File: src/rtl/frequency_generator.sv
// Parameterised clock divider: registered square-wave OutputCLK of inputFrequency/N Hz
// plus a one-cycle OutputTick in the InputCLK domain on each OutputCLK rise.
module frequency_generator #(
    parameter int inputFrequency = 50000000,
    parameter int frequency      = 50,
    parameter int bitsNumber     = 21
) (
    input  logic InputCLK,
    input  logic Reset,
    output logic OutputCLK,
    output logic OutputTick
);

    // Divisor guarded so a bad frequency reaches the fatal check below
    // instead of a divide-by-zero during elaboration.
    localparam int N    = inputFrequency / ((frequency < 1) ? 1 : frequency);
    localparam int LOW  = N / 2;
    localparam int HIGH = N - LOW;

    localparam longint CNT_MAX = (longint'(1) << bitsNumber) - 1;

    if (frequency < 1) begin : g_chk_frequency
        $fatal(1, "frequency_generator: frequency must be >= 1");
    end
    if (N < 2) begin : g_chk_ratio
        $fatal(1, "frequency_generator: inputFrequency/frequency must be >= 2");
    end
    if (longint'(HIGH) - 1 > CNT_MAX) begin : g_chk_width
        $fatal(1, "frequency_generator: bitsNumber too small for HIGH-1");
    end

    localparam logic [bitsNumber-1:0] LOW_LAST  = bitsNumber'(LOW - 1);
    localparam logic [bitsNumber-1:0] HIGH_LAST = bitsNumber'(HIGH - 1);

    // Power-up values let the block run with Reset tied low.
    logic [bitsNumber-1:0] cnt_q  = '0;
    logic                  clk_q  = 1'b0;
    logic                  tick_q = 1'b0;
    logic [bitsNumber-1:0] cnt_d;
    logic                  clk_d;
    logic                  tick_d;

    always_comb begin
        cnt_d  = cnt_q + 1'b1;
        clk_d  = clk_q;
        tick_d = 1'b0;
        if (!clk_q) begin
            if (cnt_q == LOW_LAST) begin
                cnt_d  = '0;
                clk_d  = 1'b1;
                tick_d = 1'b1;
            end
        end else begin
            if (cnt_q == HIGH_LAST) begin
                cnt_d = '0;
                clk_d = 1'b0;
            end
        end
    end

    always_ff @(posedge InputCLK) begin
        if (Reset) begin
            cnt_q  <= '0;
            clk_q  <= 1'b0;
            tick_q <= 1'b0;
        end else begin
            cnt_q  <= cnt_d;
            clk_q  <= clk_d;
            tick_q <= tick_d;
        end
    end

    assign OutputCLK  = clk_q;
    assign OutputTick = tick_q;

endmodule

File: config.mk
export PLATFORM = sky130hd
export DESIGN_NAME = frequency_generator
export DESIGN_NICKNAME = d
export VERILOG_FILES = /design/src/rtl/frequency_generator.sv
export SDC_FILE = /design/constraint.sdc
export NUM_CORES = 1
export LEC_CHECK = 0
export CAP_MARGIN = 20
export CORE_MARGIN = 5
export CORE_UTILIZATION = 50
export CTS_BUF_LIST = sky130_fd_sc_hd__clkbuf_8
export CTS_CLUSTER_DIAMETER = 120
export DETAILED_ROUTE_END_ITERATION = 12
export PLACE_DENSITY = 0.73
export SLEW_MARGIN = 25
export SYNTH_ARGS = -nofsm -noshare
export SYNTH_HDL_FRONTEND = slang
export SYNTH_SLANG_ARGS = --single-unit
File: constraint.sdc
create_clock -name InputCLK -period 2.7 [get_ports InputCLK]
set_input_delay 0.54 -clock InputCLK [delete_from_list [all_inputs] [get_ports InputCLK]]
set_output_delay 0.54 -clock InputCLK [all_outputs]
set_load 0.01 [all_outputs]
==> results of run 1 <==
cell usage after synthesis:
| library cell | n |
|---|---|
| nor4_1 | 9 |
| or4_4 | 1 |
| and4_1 | 3 |
| nand2_1 | 8 |
| ha_1 | 1 |
| xor2_1 | 4 |
| o31ai_4 | 1 |
| or3_1 | 2 |
| nor3_1 | 5 |
| inv_1 | 4 |
| or2_2 | 1 |
| nand3_1 | 6 |
| nand4_1 | 6 |
| a31oi_1 | 1 |
| mux2i_1 | 2 |
| or4_1 | 1 |
| o21ai_0 | 2 |
| buf_4 | 1 |
| dfxtp_1 | 23 |
| a21oi_1 | 3 |
| nor2_1 | 21 |
| nand4_4 | 2 |
| buf_2 | 2 |
| xnor2_1 | 11 |
area by class of cell:
type | count | area [sq um]
fillers | 187 | 835.8
multi-input cells | 90 | 580.6
flip-flops and latches | 23 | 460.4
clock buffers | 3 | 41.29
well taps | 27 | 33.78
repair buffers | 3 | 30.03
inverters | 4 | 15.01
clock inverters | 1 | 5.005
state kept, by name, indices dropped and copies added, names as in the netlist:
| signal | flops |
|---|---|
| cnt_q | 21 |
| OutputTick | 1 |
| OutputCLK | 1 |
report_power, final:
part	internal (mW)	switching (mW)	total (mW)
logic	0.00642	0.0101	0.0166
clock network	0.103	0.108	0.211
registers	0.343	0.00546	0.348
total	0.452	0.124	0.576
per-layer routing:
layer	up-vias	part of all wire	track usage
li1	433	-	-
met1	382	0.48	0.1603
met2	9	0.46	0.2254
met3	4	0.040	0.05734
met4	0	0.020	0.07119
met5	-	0	0
cells by family (layout without fill, tap and decap cells):
| kind of cell | count (synthesis) | count (layout) | synth area share |
|---|---|---|---|
| muxes | 2 | 2 | 0.01865 |
| AOI/OAI and AO/OA | 7 | 7 | 0.04895 |
| and+or+nand+nor | 65 | 65 | 0.3392 |
| buffers and inverters | 7 | 11 | 0.03030 |
| DFF | 23 | 23 | 0.4289 |
| xor gates and xnor gates | 15 | 15 | 0.1224 |
| adders and majority gates | 1 | 1 | 0.01165 |
worst reg2reg max path, stage by stage, from the launching register on:
cell     delay [ns]
dfxtp_1        0.37
or4_1          0.63
o31ai_4        0.67
nor2_1         0.12
worst max-delay path by stage:
stage / start / end / depth (start not counted)
2_1_floorplan: cnt_q[12] / cnt_q[13] / 4
3_3_place_gp: cnt_q[12] / cnt_q[7] / 3
3_5_place_dp: cnt_q[12] / cnt_q[7] / 3
6_report: cnt_q[12] / cnt_q[7] / 3
5_1_grt: cnt_q[5] / cnt_q[15] / 4
4_1_cts: cnt_q[12] / cnt_q[7] / 3
==> flow_summary.yaml, run 1 <==
run:
  drv_cap: 0
route:
  wire_per_inst_microns: 13.03
  drtAntennaViolNets: 0
  drc: 0
  vias: 828
  drt_first_iter_violations: 19
  viasPerCell: 5.483
  dr.pass1.iters: 4
  totalWireLength_microns: 1967
global_routing:
  gr-usage-all-layers: 0.1407
  antenna_found_initial: 0
  grt_pass1_vias: 800
  grt_overflow: 0
  grt_pass1_wl_microns: 3456
  grt_max_degree: 18
worst_hold_path:
  hold_depth: 1
  min-delay-start: "cnt_q[0]"
  min_to: "cnt_q[0]"
  hold_path_class: "flip-flop to flip-flop"
synth:
  syn-cell-area_sq_um: 1074
  synth_cell_types: 24
  synth_top_cell_by_area: "dfxtp_1"
  synth_area_leaders: "dfxtp_1, xnor2_1, nor2_1"
  ys_warn_count: 0
  ys_ff_latch: 23
  syn_area_per_cell_sq_um: 8.946
  yosysSeqAreaShare: 0.4289
  syn_inst: 120
  synth_nets: 123
  synth.top_cell.area_share: 0.4289
die:
  rows: 16
  die_area_sq_um: 3174
  start_util: 0.5363
  core_sq_um: 2002
  io_pins: 4
  fp.dieH_microns: 56.34
  die_w_microns: 56.34
timing:
  rsz0062_at_grt: "false"
  min_period_over_period: 0.7103
  fin_tns_setup_ns: 0
  setup_viol_count_final: 0
  slew_viol_final: 0
  maxSlewHeadroom: 0.5437
  worstMarginPinSlew_ns: 0.6844
  holdWs_ns: 0.4852
  max_freq_ghz: 0.5214
  layout_setup_ws_ns: 0.7822
  fin_crit_ns: 1.918
  skew_ns: 0.007101
  finalHoldViolCount: 0
layout:
  fin_area_sq_um: 1166
  final_cell_mix: "dfxtp_1, nor2_1, xnor2_1"
  drive_above_1_share: 0.07258
  layout_commonest_cell: "dfxtp_1"
  final_cells: 151
  syn2layout_area_growth_pct: 8.625
  final_util: 0.5825
  antenna_cells: 0
  nNetsFinal: 128
clocking:
  clk_latency_ns: 0.27
  ctsHoldBuffers: 0
  cts_resized: 0
  cts_sinks: 23
  cts.clk_slew.worst_paths_ns: 0.08
  clock_path_buffers: 2
  cts-buffers-inserted: 3
  cts_tree: "built"
  post-cts-setup-buffers: 0
  cts_root_buf: "clkbuf_8"
  htree_num_levels: 1
setup_path:
  cp_slowest_cell: "o31ai_4"
  cp_cell_sequence: "or4_1 > o31ai_4 > nor2_1"
  reg2reg_from: "cnt_q[12]"
  reg2regPathDepth: 3
  startpoint_type: "flip-flop"
  crit_family: "simple AND/OR/NAND/NOR gates"
  slowest_delay_ns: 0.67
  worstPathRequired_ns: 2.83
  rr_endpoint: "cnt_q[7]"
  worstPathMaxFanout: 17
  r2r_slack_ns: 0.78
  critPathKind: "flip-flop to flip-flop"
  end_kind: "flip-flop"
  arrival_ns: 2.05
  path_buf_inv: 0
placed_design:
  post-place-ws_ns: 0.7595
  hpwl_microns: 1427
  portBuffers: 3
  postPlaceCellArea_sq_um: 1120
  dpl.cell_count: 147
  gp_congestion: 0.8747
power_and_ir_drop:
  p_per_area_nw_per_um2: 494.1
  leakage_nw: 0.3705
  peakVddDrop_mv: 0.4103
  p_total_uw: 576.2
outcome:
  status: "finished clean"
Note: power is estimated with default switching activity, not from simulation.
==> run 2: changes to the inputs <==
PLACE_DENSITY = 0.76   (was 0.73)
clock period = 1.66 ns   (was 2.7 ns; I/O delays follow)
==> run 2 against run 1 <==
Compared with the run above: register-to-register slack worse by 0.75 ns; final area rose by 22%; utilization increased by 13 points; combinational power grew to 3.0 times the previous value; critical path depth grew 2; critical path type unchanged; critical endpoint is now cnt_q[17]; largest power group unchanged.
==> flow_summary.yaml, run 2 (synthesis results as in run 1) <==
route:
  viasPerCell: 5.657
  vias: 990
  wire_per_inst_microns: 15.78
  drtAntennaViolNets: 0
  totalWireLength_microns: 2761
  dr.pass1.iters: 4
  drt_first_iter_violations: 23
  drc: 0
timing:
  fin_crit_ns: 1.629
  worstMarginPinSlew_ns: 0.4631
  slew_viol_final: 0
  finalHoldViolCount: 0
  min_period_over_period: 0.9814
  layout_setup_ws_ns: 0.03085
  skew_ns: 0.006459
  setup_viol_count_final: 0
  max_freq_ghz: 0.6138
  maxSlewHeadroom: 0.6884
  fin_tns_setup_ns: 0
clocking:
  cts_root_buf: "clkbuf_8"
  cts-buffers-inserted: 3
  cts_tree: "built"
  htree_num_levels: 1
  cts.clk_slew.worst_paths_ns: 0.08
  cts_sinks: 23
  clock_path_buffers: 2
  ctsHoldBuffers: 0
  clk_latency_ns: 0.27
power_and_ir_drop:
  switching_share: 0.2225
  peakVddDrop_mv: 0.5087
  pwr-share-seq: 0.588
  leakage_nw: 0.5023
  p_per_area_nw_per_um2: 676.2
  switching_power_uw: 214.4
  p_comb_frac: 0.051
  p_clk_frac: 0.361
  internal-power_uw: 749.2
layout:
  drive_above_1_share: 0.3108
  fin_area_sq_um: 1425
  multiInputGateArea_sq_um: 633.1
  final_cell_mix: "buf_4, nor2_1, dfxtp_1"
  top_register: "cnt_q"
  regArea_sq_um: 471.7
  num-fill-cells: 160
  nNetsFinal: 152
  final_util: 0.7119
  final_cells: 175
  antenna_cells: 0
  layout_commonest_cell: "buf_4"
  largest_reg_flops: 21
  syn2layout_area_growth_pct: 32.75
setup_path:
  arrival_ns: 1.84
  reg2regPathDepth: 5
  crit_family: "simple AND/OR/NAND/NOR gates"
  worstPathMaxFanout: 4
  rr_endpoint: "cnt_q[17]"
  slowest_delay_ns: 0.56
  startpoint_type: "flip-flop"
  critPathKind: "flip-flop to flip-flop"
  path_buf_inv: 1
  cp_cell_sequence: "buf_6 > nand4_1 > or4_4 > or3_4 > a21oi_2"
  r2r_slack_ns: 0.03
  worstPathRequired_ns: 1.87
  end_kind: "flip-flop"
  cp_slowest_cell: "or4_4"
  reg2reg_from: "cnt_q[12]"
placed_design:
  post-place-ws_ns: -0.02629
  gp_congestion: 0.8551
  dpl.cell_count: 168
  postPlaceCellArea_sq_um: 1292
  portBuffers: 3
  hpwl_microns: 1862
worst_hold_path:
  hold_path_class: "flip-flop to flip-flop"
  min-delay-start: "OutputCLK"
  min_to: "OutputCLK"
  hold_depth: 2
outcome:
  status: "finished clean"
die:
  core_sq_um: 2002
  die_w_microns: 56.34
  start_util: 0.5363
  die_area_sq_um: 3174
  fp.dieH_microns: 56.34
  io_pins: 4
  rows: 16
run:
  drv_cap: 0
global_routing:
  antenna_found_initial: 0
  grt_overflow: 0
  grt_max_degree: 18
  grt_pass1_wl_microns: 4264
  grt_pass1_vias: 981
  gr-usage-all-layers: 0.1709
run 2: worst max-delay path by stage:
stage / startpoint / endpoint / slack (ns) / depth (start not counted)
floorplan: cnt_q[0] / cnt_q[14] / 0.03 / 6
global placement: cnt_q[10] / OutputCLK / 0.01 / 3
detailed placement: cnt_q[10] / OutputCLK / -0.03 / 3
CTS: cnt_q[0] / cnt_q[10] / 0.002 / 6
global route: cnt_q[0] / cnt_q[20] / -0.13 / 6
finish: cnt_q[12] / cnt_q[17] / 0.03 / 5
run 2: cell type report:
class                   instances  area share
flip-flops and latches         23      0.3310
clock buffers                   3     0.02897
well taps                      27     0.02370
clock inverters                 1    0.002634
inverters                       4     0.01054
multi-input cells              90      0.4442
repair buffers                 27      0.1589
run 2: through the flow:
step / hold slack (ns) / power [mW]
final: 0.5020 / 0.9636
after global routing: 0.5343 / 1.004
after CTS: 0.4973 / 0.9625
after detailed placement: 0.4792 / 0.6240
after global placement: 0.4619 / 0.6222
after floorplan: 0.4044 / 0.5998
run 2: repair_timing:
item / 4_1_cts / 5_1_grt
setup buffers: 0 / 3
hold endpoints to repair: 0 / 0
pin swaps: 0 / 4
resized for setup: 1 / 17
setup endpoints to repair: 1 / 20
run 2: worst register-to-register path: cells and delay by family, from the launching register on:
kind	cells	cell delay, ns
and+or+nand+nor	3	0.99
DFF	1	0.35
AOI/OAI and AO/OA	1	0.12
buffers and inverters	1	0.11
run 2: metal layers:
metal,global-route usage,up-vias,part of all wire
met4,0.1017,0,0.036
met3,0.03211,11,0.028
met5,0,-,0
met1,0.2000,465,0.43
li1,-,485,-
met2,0.2871,29,0.51
run 2: power by group through the flow:
stage	Combinational [mW]	Clock (mW)	Sequential, mW
final	0.0491	0.348	0.566
after global routing	0.0541	0.382	0.568
after CTS	0.0469	0.351	0.564
after detailed placement	0.0466	0	0.577
after global placement	0.0450	0	0.577
after floorplan	0.0249	0	0.575
